--- config.mk ---
export PLATFORM = sky130hd
export DESIGN_NAME = hex_display_scanner
export DESIGN_NICKNAME = d
export VERILOG_FILES = /design/src/rtl/hex_display_scanner.sv
export SDC_FILE = /design/constraint.sdc
export NUM_CORES = 1
export LEC_CHECK = 0
export ABC_CLOCK_PERIOD_IN_PS = 3000
export CELL_PAD_IN_SITES_DETAIL_PLACEMENT = 1
export CELL_PAD_IN_SITES_GLOBAL_PLACEMENT = 1
export CORE_ASPECT_RATIO = 0.5
export CORE_MARGIN = 8
export CORE_UTILIZATION = 31
export CTS_BUF_LIST = sky130_fd_sc_hd__clkbuf_8
export DETAILED_ROUTE_END_ITERATION = 10
export GPL_TIMING_DRIVEN = 0
export PLACE_DENSITY_LB_ADDON = 0.1
export SETUP_SLACK_MARGIN = 0.2
export SYNTH_ARGS = -nofsm -noshare
export SYNTH_HDL_FRONTEND = slang
export SYNTH_SLANG_ARGS = --single-unit
--- constraint.sdc ---
create_clock -name CLK100MHZ -period 3 [get_ports CLK100MHZ]
set_input_delay 0.9 -clock CLK100MHZ [delete_from_list [all_inputs] [get_ports CLK100MHZ]]
set_output_delay 0.9 -clock CLK100MHZ [all_outputs]
set_load 0.02 [all_outputs]
--- src/rtl/hex_display_scanner.sv ---
// hex_display_scanner
// Shows a captured 28-bit count in hex on an 8-digit common-anode 7-segment
// display. One digit is refreshed per prescaler tick. AN, SEG and DP are
// active-low. The AN and SEG pins come straight from registers.
//
// Optional build macro: LEADING_ZERO_BLANK_EN
//   When it is defined, any digit above the highest non-zero nibble is blanked.
//   Digit 0 is always shown.
//   When it is undefined, every digit is shown, including leading zeros.
module hex_display_scanner #(
   parameter int IN_W        = 28,
   parameter int NUM_DIGITS  = 8,
   parameter int REFRESH_DIV = 100000
) (
   input  logic            CLK100MHZ,
   input  logic            CPU_RESETN,
   input  logic [IN_W-1:0] value_in,
   input  logic            load,
   input  logic            blank,
   output logic [7:0]      AN,
   output logic [6:0]      SEG,
   output logic            DP
);

   localparam int VAL_W = 4 * NUM_DIGITS;
   localparam int PW    = $clog2(REFRESH_DIV);

   // The scan state is the index of the digit that the next tick drives.
   typedef enum logic [2:0] {D0, D1, D2, D3, D4, D5, D6, D7} digit_e;

   localparam digit_e LAST_DIGIT = digit_e'(3'(NUM_DIGITS - 1));

   logic [VAL_W-1:0] value_q, value_d;
   logic [VAL_W-1:0] value_ext;
   logic [PW-1:0]    presc_q, presc_d;
   digit_e           digit_q, digit_d;
   logic [7:0]       an_q, an_d;
   logic [6:0]       seg_q, seg_d;
   logic             tick;
   logic [2:0]       idx;
   logic [3:0]       nib;
   logic             show;
`ifdef LEADING_ZERO_BLANK_EN
   logic [2:0]       hi_q, hi_d;
`endif

   // Hex to active-low segment decode, bit order {g,f,e,d,c,b,a}.
   function automatic logic [6:0] seg_dec(input logic [3:0] n);
      logic [6:0] s;
      case (n)
         4'h0: s = 7'b1000000;
         4'h1: s = 7'b1111001;
         4'h2: s = 7'b0100100;
         4'h3: s = 7'b0110000;
         4'h4: s = 7'b0011001;
         4'h5: s = 7'b0010010;
         4'h6: s = 7'b0000010;
         4'h7: s = 7'b1111000;
         4'h8: s = 7'b0000000;
         4'h9: s = 7'b0010000;
         4'hA: s = 7'b0001000;
         4'hB: s = 7'b0000011;
         4'hC: s = 7'b1000110;
         4'hD: s = 7'b0100001;
         4'hE: s = 7'b0000110;
         default: s = 7'b0001110;
      endcase
      return s;
   endfunction

   assign value_ext = VAL_W'(value_in);
   assign tick      = (presc_q == PW'(REFRESH_DIV - 1));
   assign idx       = digit_q;

   // Select the nibble that belongs to the current scan digit.
   always_comb begin
      nib = 4'h0;
      for (int k = 0; k < NUM_DIGITS; k++) begin
         if (idx == 3'(k)) nib = value_q[4*k +: 4];
      end
   end

`ifdef LEADING_ZERO_BLANK_EN
   // Track the index of the highest non-zero nibble. It is updated on capture, so
   // blanking at tick time only needs one compare.
   always_comb begin
      hi_d = hi_q;
      if (load) begin
         hi_d = 3'd0;
         for (int k = 1; k < NUM_DIGITS; k++) begin
            if (value_ext[4*k +: 4] != 4'h0) hi_d = 3'(k);
         end
      end
   end

   // The digit is lit unless blank is set or the digit is a leading zero.
   always_comb begin
      show = !blank && (idx <= hi_q);
   end
`else
   // The digit is lit unless blank is set.
   always_comb begin
      show = !blank;
   end
`endif

   // Next-state logic for the capture register, prescaler, scan state and pins.
   // On a tick, the digit is decoded from the value held before any same-edge load.
   always_comb begin
      value_d = value_q;
      presc_d = tick ? '0 : presc_q + PW'(1);
      digit_d = digit_q;
      an_d    = an_q;
      seg_d   = seg_q;
      if (load) value_d = value_ext;
      if (tick) begin
         digit_d = (digit_q == LAST_DIGIT) ? D0 : digit_e'(idx + 3'd1);
         if (show) begin
            an_d  = ~(8'b1 << idx);
            seg_d = seg_dec(nib);
         end else begin
            an_d  = 8'hFF;
            seg_d = 7'h7F;
         end
      end
   end

   // State registers. Reset turns the display off at once, and the captured value is lost.
   always_ff @(posedge CLK100MHZ or negedge CPU_RESETN) begin
      if (!CPU_RESETN) begin
         value_q <= '0;
         presc_q <= '0;
         digit_q <= D0;
         an_q    <= 8'hFF;
         seg_q   <= 7'h7F;
`ifdef LEADING_ZERO_BLANK_EN
         hi_q    <= 3'd0;
`endif
      end else begin
         value_q <= value_d;
         presc_q <= presc_d;
         digit_q <= digit_d;
         an_q    <= an_d;
         seg_q   <= seg_d;
`ifdef LEADING_ZERO_BLANK_EN
         hi_q    <= hi_d;
`endif
      end
   end

   assign AN  = an_q;
   assign SEG = seg_q;
   assign DP  = 1'b1;

endmodule
==> impl_metrics.yaml <==
timing:
  maxSlewHeadroom_pct: 44.07
  hold_viol_final: 0
  finalSetupViolCount: 0
  fmaxAchievable_mhz: 373.4
  setup_slack_ns: 0.3222
  drv_slew: 0
  hold_slack_ns: 0.4698
  max_slew.worst_pin.slew_ns: 0.8389
  min_period_ns: 2.678
  rsz0062_at_grt: "no"
  clock-skew-final_ns: 0.005881
  fin_crit_sh_pct: 89.26
critical_path:
  path_class: "flop to flop"
  crit_path_start: "digit_q[2]"
  path_cells: "buf_8 -> inv_1 -> ha_1 -> buf_4 -> nor2_4 -> a21boi_4 -> a221oi_4 -> o32ai_4 -> inv_2 -> ha_1 -> or3_1 -> o221ai_1 -> a21oi_1"
  rr_worst_depth: 13
  endpoint: "SEG[0]"
  end_kind: "flop"
  critPathMaxStageDelay_ns: 0.42
  rr_endpoint: "SEG[0]"
  start_kind: "flop"
  reg2reg_slack_ns: 0.32
  cp.arrival_ns: 2.96
  crit_fanout: 10
  critPathSlowestCell: "dfrtp_2"
  r2r-start: "digit_q[2]"
  required_ns: 3.28
  timing.critical_path.mode_cell: "ha_1"
final_layout:
  final_nets: 412
  post-route-util_pct: 41.21
  n_fill_cell: 1159
  design_area_um2: 4209
  diodes: 0
  drive_gt1_share_pct: 25.54
  syn2layout_area_growth_pct: 29.53
yosys:
  synth_top_area_share_pct: 36.97
  synth_edf_count: 0
  synth_seq_cells: 63
  synth_fp_nets: 349
  mappedNetlistArea_um2: 3249
  ys_warn_count: 0
  yosysSeqAreaShare_pct: 49.10
  synth_top_area_cell: "dfrtp_1"
  ys.flop_type: "dfrtp_1"
  yosys-top-cells-area: "dfrtp_1, dfstp_2, mux2_2"
  synth_area_per_cell_um2: 10.69
  async_flop_share_pct: 100.0
  synthCells: 304
  ys_types: 52
die:
  initial_utilization_pct: 31.81
  die_area_um2: 14210
  fp.coreArea_um2: 10210
  io_pins: 48
  core.rowCount: 26
  fp.dieW_um: 160.8
  die_height_um: 88.40
routing:
  drtIter0Drc: 81
  vias: 2429
  wl_per_cell_um: 16.36
  drt_pass1_iterations: 4
  drc: 0
  drtAntennaViolNets: 0
  vias_per_cell: 4.744
  routed_wl_um: 8377
pwr:
  finalPower_uw: 1857
  ir_worst_vdd_mv: 0.1627
  pwr_density_cell_nw_per_um2: 441.1
  leakage_uw: 0.001788
cts:
  cts_tree: "done"
  clock_path_buffers: 2
  clk_pin_slew_ns: 0.07
  hold_buffers: 0
  htreeDepth: 3
  clock-sinks: 63
  insertion_delay_ns: 0.35
  cts_buffers: 9
  clockRootBuffer: "clkbuf_8"
grt:
  antenna_found_initial: 0
  grt_max_degree: 64
  track_usage_pct: 12.65
  grt_pass1_vias: 2750
  grt_pass1_wl_um: 14010
  grt_overflow: 0
min_path:
  min_path_cells: 1
  hp-class: "flop to flop"
place:
  pre_cts_ws_ns: -0.2555
  gp_congestion: 0.7361
  dp.final_hpwl_um: 6055
  place.port_buffers: 46
  placed_cell_area_um2: 3882
outcome:
  outcome: "finished clean"
flow_run:
  max_cap_viol_count: 0
==> flip-flops by register name, summed over array words and instances, names as in the netlist <==
signal / count
SEG: 7
presc_q: 17
value_q: 28
AN: 8
digit_q: 3
==> repair_timing <==
item                                    CTS  global route
pin swaps                                 2             3
setup buffers                             3             3
resized for setup                         4            16
endpoints found under the hold margin     0             0
endpoints found under the setup margin    7             7
==> critical path: cells and delay by family, from the launching register on <==
kind                       cells  cell delay [ns]
and+or+nand+nor                2             0.48
AOI/OAI and AO/OA              5             0.76
DFF                            1             0.42
buffers and inverters          4             0.52
adders and majority gates      2             0.41
==> synth_stat cells (2+ instances only) <==
cell type / n
a21oi_1: 17
a221oi_2: 2
a31oi_1: 13
and2_1: 2
and3_1: 5
and4_1: 2
buf_1: 3
buf_2: 5
buf_4: 3
buf_6: 4
clkbuf_1: 2
dfrtp_1: 48
dfstp_2: 15
ha_1: 13
inv_1: 14
mux2_2: 25
mux2i_1: 4
nand2_1: 22
nand3_1: 8
nand3b_1: 3
nand4_1: 2
nor2_1: 34
nor2b_1: 3
nor3_1: 2
o21ai_0: 11
o21ai_1: 2
o32ai_1: 2
xnor2_1: 11
xor2_1: 4
==> logic make-up (layout without fill, tap and decap cells) <==
group	after synthesis	after routing	synth area share (%)
flops	63	63	49.10
other cells	1	1	0.1154
buf+inv	32	100	5.159
mux	30	30	10.24
compound gates	59	59	12.78
simple gates	91	91	13.55
xor+xnor	15	15	4.043
fa+ha+maj	13	13	5.006
==> worst min path at each step <==
stage,start,end,slack (ns)
floorplan,presc_q[4],presc_q[4],0.45
global placement,presc_q[4],presc_q[4],0.46
detailed placement,presc_q[4],presc_q[4],0.47
CTS,presc_q[4],presc_q[4],0.48
global route,presc_q[4],presc_q[4],0.51
finish,presc_q[4],presc_q[4],0.47
==> through the flow <==
stage | setup TNS (ns) | instances
2_1_floorplan | 0 | 304
3_3_place_gp | -56.97 | 490
3_5_place_dp | -1.128 | 490
4_1_cts | 0 | 509
5_1_grt | 0 | 512
6_report | 0 | 512
==> placed cells by master (no fill, tap or decap), types with 5 or more instances in the layout <==
| cell type | instances |
|---|---|
| a21oi_1 | 17 |
| a31oi_1 | 12 |
| and3_1 | 5 |
| buf_4 | 8 |
| buf_6 | 6 |
| clkbuf_8 | 10 |
| clkdlybuf4s50_1 | 45 |
| dfrtp_1 | 47 |
| dfstp_2 | 15 |
| ha_1 | 9 |
| inv_1 | 14 |
| mux2_2 | 25 |
| nand2_1 | 22 |
| nand3_1 | 8 |
| nor2_1 | 34 |
| o21ai_0 | 11 |
| xnor2_1 | 11 |
==> area by class of cell <==
type,instances,area [µm²],share of cell area [%]
buffer,17,121.4,2.883
clock buffer,10,137.6,3.270
clock inverter,6,52.55,1.249
inverter,15,56.30,1.338
multi-input combinational,209,1559,37.04
sequential,63,1597,37.93
tap,140,175.2,4.162
timing repair buffer,52,510.5,12.13
==> layer usage <==
layer	up-vias	wire (µm)	track usage, %
li1	1179	-	-
met5	-	0	0
met2	32	3907	20.69
met3	10	323	4.828
met4	0	113	4.003
met1	1208	4032	15.36
==> power by group <==
| part | switching [µW] | internal, µW |
|---|---|---|
| Sequential | 20.9 | 888 |
| Clock | 337 | 396 |
| Combinational | 100 | 115 |
| Total | 458 | 1400 |
Power figures use the tool's default switching activity.
==> patch 1 (same flow settings) <==
Set the parameter `NUM_DIGITS` to 9 (it was 8).
--- a/src/rtl/hex_display_scanner.sv
+++ b/src/rtl/hex_display_scanner.sv
@@ -11,3 +11,3 @@
    parameter int IN_W        = 28,
-   parameter int NUM_DIGITS  = 8,
+   parameter int NUM_DIGITS  = 9,
    parameter int REFRESH_DIV = 100000
Check against the original RTL: no difference found for any inputs over 10 cycles, from zero or initial values and one cycle with CPU_RESETN low; that may be too few to reach the edited logic, so the function may still have changed.
==> patch 1 against the original RTL <==
  * Sequential cell count down 4
  * Final cell count shrank 5.7%
  * Global-route usage about the same
  * Routed wire length down 4.2%
  * Via count is 4.4% lower
  * Fmax grew 0.99%
  * Non-clock buffer count decreased by 3
  * Cell area is 5.9% lower
  * Area after synthesis down 6.5%
  * Sequential share of layout area shrank 0.14 points
  * Setup slack improved by 0.026 ns
Power is not compared: it rests on default switching activity, and its combinational part moved more than twofold at a synthesized area within 25%.
==> patch 1: results (changes against the original RTL) <==
- Root Buffer: clkbuf_8 (unchanged)
- WL/cell: 16.61 um (was 16.36 um)
- Detailed router's first-iteration violation count: 67 (was 81)
- Worst-path clk slew: 0.07 ns (about the same)
- Largest net degree at the start of global routing: 39 (was 64)
- Post-Route Skew: 0.007049 ns (was 0.005881 ns)
- DP Wirelength: 5850 um (was 6055 um)
- Layout cell share with drive strength beyond 1: 28.74% (was 25.54%)
- Initial Utilization: 32.07% (was 31.81%)
- Endpoint, Worst Hold: presc_q[0]$_DFF_PN0_ (was presc_q[4]$_DFF_PN0_)
- Vias in the first global route: 2570 (was 2750)
- Post-Synth Adder-Cell Area: 5.352% (was 5.006%)
- Worst-Margin Slew: 0.7821 ns (was 0.8389 ns)
- FILL cells: 1050 (was 1159)
- GPL Wtd Cong: 0.7554 (was 0.7361)
- Crit path time final: 2.652 ns (was 2.678 ns)
- First-pass GRT wire length: 13200 um (was 14010 um)
- Max reg flops: 24 (was 28)
- Min-delay src: presc_q[0]$_DFF_PN0_ (was presc_q[4]$_DFF_PN0_)
- Syn nets: 326 (was 349)
- Grt met1 use: 14.41% (was 15.36%)
- Buffers added on ports: 41 (was 46)
- Mux cell area share after synthesis: 9.881% (was 10.24%)
- Most frequent cells after synthesis: dfrtp_1 (44), nor2_1 (31), mux2_2 (24), nand2_1 (22), dfstp_2 (15) (was dfrtp_1 (48), nor2_1 (34), mux2_2 (25), nand2_1 (22), a21oi_1 (17))
- Synth-to-Final Area Change: 30.30% (was 29.53%)
- Top cells by area, synth: dfrtp_1 (36%), dfstp_2 (13%), mux2_2 (8.9%) (was dfrtp_1 (37%), dfstp_2 (12%), mux2_2 (8.7%))
- Post-Synth XOR/XNOR Area: 4.035% (was 4.043%)
- Outcome: completed (unchanged)
- Reg2reg start: digit_q[2]$_DFFE_PN0N_ (unchanged)
- R2R Setup Slk: 0.35 ns (was 0.32 ns)
- DR vias: 2323 (was 2429)
- Complex-gate fraction of the synthesized area: 11.49% (was 12.78%)
- GR Util All Layers: 12.61% (was 12.65%)
- Worst Path Arrival: 2.94 ns (was 2.96 ns)
- Largest fanout on the critical path: 8 (was 10)
- Met3 Resource Use GR: 4.012% (was 4.828%)
- Nets: 388 (was 412)
- Delay-heaviest family, CP: compound AO/OA/AOI/OAI gates (unchanged)
- Initial antenna violation count: 0 (unchanged)
- Worst r2r path cells: 14 (was 13)
- Post-DP Area: 0.003633 sq mm (was 0.003882 sq mm)
- R2r endpoint: SEG[3]$_DFFE_PN1N_ (was SEG[0]$_DFFE_PN1N_)
- Post-placement cell count: 458 (was 490)
- Cells after Synth: 281 (was 304)
- Met2 Usage GRT: 21.76% (was 20.69%)
- Critical Path Max Stage Delay: 0.47 ns (was 0.42 ns)
- Seq/Total Area, Yosys: 49.20% (was 49.10%)
- Pre-CTS setup slack: -0.1857 ns (was -0.2555 ns)
- Final Non-Filler Cells: 483 (was 512)
-- patch 1: routing by layer --
metal | up-vias | share of wire (%)
li1 | 1108 | -
met1 | 1178 | 46
met2 | 26 | 49
met3 | 11 | 3.4
met4 | 0 | 1.4
met5 | - | 0
-- patch 1: metrics by stage --
| step | power [mW] | hold slack, ns |
|---|---|---|
| after global placement | 0.9637 | 0.4733 |
| after CTS | 1.637 | 0.5035 |
| after floorplan | 0.9012 | 0.4474 |
| final | 1.609 | 0.4940 |
| after global routing | 1.690 | 0.5261 |
| after detailed placement | 0.9722 | 0.4931 |
-- patch 1: worst reg2reg max path, stage by stage, from the launching register on --
cell and delay, ns:
dfrtp_2 0.47, inv_2 0.14, ha_1 0.18, buf_6 0.14
inv_2 0.06, o21ai_2 0.16, o21ai_1 0.09, o22a_1 0.22
nor2_4 0.21, buf_4 0.15, buf_4 0.10, ha_1 0.18
mux2i_1 0.09, mux2_2 0.28, a21oi_2 0.13
-- patch 1: worst max-delay path by stage --
| stage | startpoint | end | cells past startpoint |
|---|---|---|---|
| detailed placement | digit_q[2]$_DFFE_PN0N_ | SEG[1]$_DFFE_PN1N_ | 12 |
| CTS | digit_q[0]$_DFFE_PN0N_ | SEG[1]$_DFFE_PN1N_ | 11 |
| global placement | CPU_RESETN | presc_q[6]$_DFF_PN0_ | 1 |
| global route | digit_q[0]$_DFFE_PN0N_ | SEG[3]$_DFFE_PN1N_ | 14 |
| floorplan | digit_q[2]$_DFFE_PN0N_ | SEG[1]$_DFFE_PN1N_ | 12 |
| finish | digit_q[2]$_DFFE_PN0N_ | SEG[3]$_DFFE_PN1N_ | 14 |
-- patch 1: cell families after synthesis --
group / count (synthesis)
AOI/OAI and AO/OA: 51
xor gates and xnor gates: 14
adders and majority gates: 13
buffers and inverters: 24
DFF: 59
muxes: 27
other: 1
and+or+nand+nor: 92
-- patch 1: repair_timing --
item | in CTS | in global routing
cloned | 0 | 0
endpoints found under the setup margin | 7 | 3
setup buffers | 3 | 6
pin swaps | 2 | 7
resized for setup | 8 | 18
-- patch 1: layout make-up --
cell class	count	area share, %
sequential	59	37.79
buffer	15	2.717
inverter	9	0.8531
clock buffer	11	3.823
timing repair buffer	51	12.45
clock inverter	5	0.5687
tap	135	4.265
multi-input combinational	198	37.54
-- patch 1: power by group --
group          leakage (nW)  switching [mW]  internal (mW)
Combinational         0.829          0.0406         0.0641
Sequential            0.702          0.0217          0.829
Clock                 0.101           0.319          0.334
==> patch 2 (config.mk and constraints unchanged) <==
Made on the original files. Reset style: synchronous (`CPU_RESETN`), changed in one clocked block.
--- a/src/rtl/hex_display_scanner.sv
+++ b/src/rtl/hex_display_scanner.sv
@@ -128,3 +128,3 @@
    // State registers. Reset turns the display off at once, and the captured value is lost.
-   always_ff @(posedge CLK100MHZ or negedge CPU_RESETN) begin
+   always_ff @(posedge CLK100MHZ) begin
       if (!CPU_RESETN) begin
Formal check against the unedited RTL: same outputs for any inputs over 10 cycles, from zero or initial values and one cycle with CPU_RESETN low; that may be too few to reach the edited logic, so the function may still have changed.
==> patch 2 against the original RTL <==
  * Sequential cell count unchanged
  * Clock skew rose by 0.0055 ns
  * First-iteration DRC count shrank 27%
  * Routed wire length grew 0.75%
  * Core utilization shrank 1.3 points
  * Setup slack gained 0.046 ns
  * Area after synthesis shrank 3.7%
  * Cell area shrank 5.0%
  * Via count up 6.3%
  * Sequential power down 3.3%
  * Total power shrank 4.8%
==> patch 2: results (changes against the original RTL) <==
- ANT cells: 0 (unchanged)
- Syn_area_per_cell: 9.262 sq um (was 10.69 sq um)
- GR Util All Layers: 12.49% (was 12.65%)
- Crit-path slowest cell: dfxtp_4 (was dfrtp_2)
- Post-placement cell count: 523 (was 490)
- Net Sw Power: 0.4329 mW (was 0.4581 mW)
- Leak: 1.557 nW (was 1.788 nW)
- Met3 Resource Use GR: 4.010% (was 4.828%)
- Post-Synth XOR/XNOR Area: 3.078% (was 4.043%)
- GPL Wtd Cong: 0.7673 (was 0.7361)
- Bufs on Longest Clock Path: 2 (unchanged)
- Post-Synth Adder-Cell Area: 5.196% (was 5.006%)
- Combinational Power Share: 9.8% (was 11.6%)
- P_seq: 0.879 mW (was 0.909 mW)
- Nets: 443 (was 412)
- Initial antenna violation count: 0 (unchanged)
- Met2 Usage GRT: 21.43% (was 20.69%)
- Most frequent cells after synthesis: dfxtp_1 (63), mux2i_1 (35), nor2b_1 (33), nor2_1 (28), a21oi_1 (23) (was dfrtp_1 (48), nor2_1 (34), mux2_2 (25), nand2_1 (22), a21oi_1 (17))
- Vias in the first global route: 2747 (was 2750)
- Grt met1 use: 14.78% (was 15.36%)
- Critical Path Max Stage Delay: 0.36 ns (was 0.42 ns)
- VDD IR max: 0.1632 mV (was 0.1627 mV)
- Largest net degree at the start of global routing: 12 (was 64)
- Largest register by flop count: value_q (unchanged)
- Post-Route Skew: 0.01138 ns (was 0.005881 ns)
- Mux cell area share after synthesis: 11.91% (was 10.24%)
- Largest fanout on the critical path: 7 (was 10)
- Complex-gate fraction of the synthesized area: 12.03% (was 12.78%)
- Worst Path Arrival: 2.90 ns (was 2.96 ns)
- WL met3: 276 um (was 323 um)
- Pre-CTS setup slack: -0.05931 ns (was -0.2555 ns)
- Total power draw: 1.767 mW (was 1.857 mW)
- Seq/Total Area, Yosys: 40.29% (was 49.10%)
- Met2 wire length: 3900 um (was 3907 um)
- WL final: 8440 um (was 8377 um)
- Final Non-Filler Cells: 543 (was 512)
- PostCTS Resize Cnt: 0 (was 4)
- First-pass GRT wire length: 13590 um (was 14010 um)
- Metal-1 WL: 4179 um (was 4032 um)
- Top cells by area, synth: dfxtp_1 (40%), mux2i_1 (11%), nor2b_1 (6.6%) (was dfrtp_1 (37%), dfstp_2 (12%), mux2_2 (8.7%))
- Delay-heaviest family, CP: adder cells (was compound AO/OA/AOI/OAI gates)
- DP Wirelength: 6394 um (was 6055 um)
- Post-DP Area: 0.003756 sq mm (was 0.003882 sq mm)
- Layout cell share with drive strength beyond 1: 10.92% (was 25.54%)
- Syn nets: 383 (was 349)
- Fraction of registers with async set/reset: 0% (was 100.0%)
- Detailed router's first-iteration violation count: 59 (was 81)
- Buffers added on ports: 45 (was 46)
- Relative slew slack: 55.41% (was 44.07%)
- DR vias: 2582 (was 2429)
- Outcome: completed (unchanged)
- Distinct cells, synth: 45 (was 52)
patch 2: cell type report:
type                    count  area [sq um]
inverters                  13         48.80
multi-input cells         240          1689
clock inverters             7         65.06
clock buffers               9         123.9
flip-flops and latches     63          1266
well taps                 140         175.2
repair buffers             49         480.5
fillers                  1182          6020
plain buffers              22         151.4
patch 2: final timing paths:
| check | from | end | slack [ns] | cells past startpoint |
|---|---|---|---|---|
| hold reg to reg | SEG[5]$_SDFFE_PN1P_ | SEG[5]$_SDFFE_PN1P_ | 0.47 | 1 |
| setup / recovery | digit_q[0]$_SDFFE_PN0P_ | SEG[3]$_SDFFE_PN1P_ | 0.37 | 10 |
| setup reg to reg | digit_q[0]$_SDFFE_PN0P_ | SEG[3]$_SDFFE_PN1P_ | 0.37 | 10 |
| hold / removal | SEG[5]$_SDFFE_PN1P_ | SEG[5]$_SDFFE_PN1P_ | 0.47 | 1 |
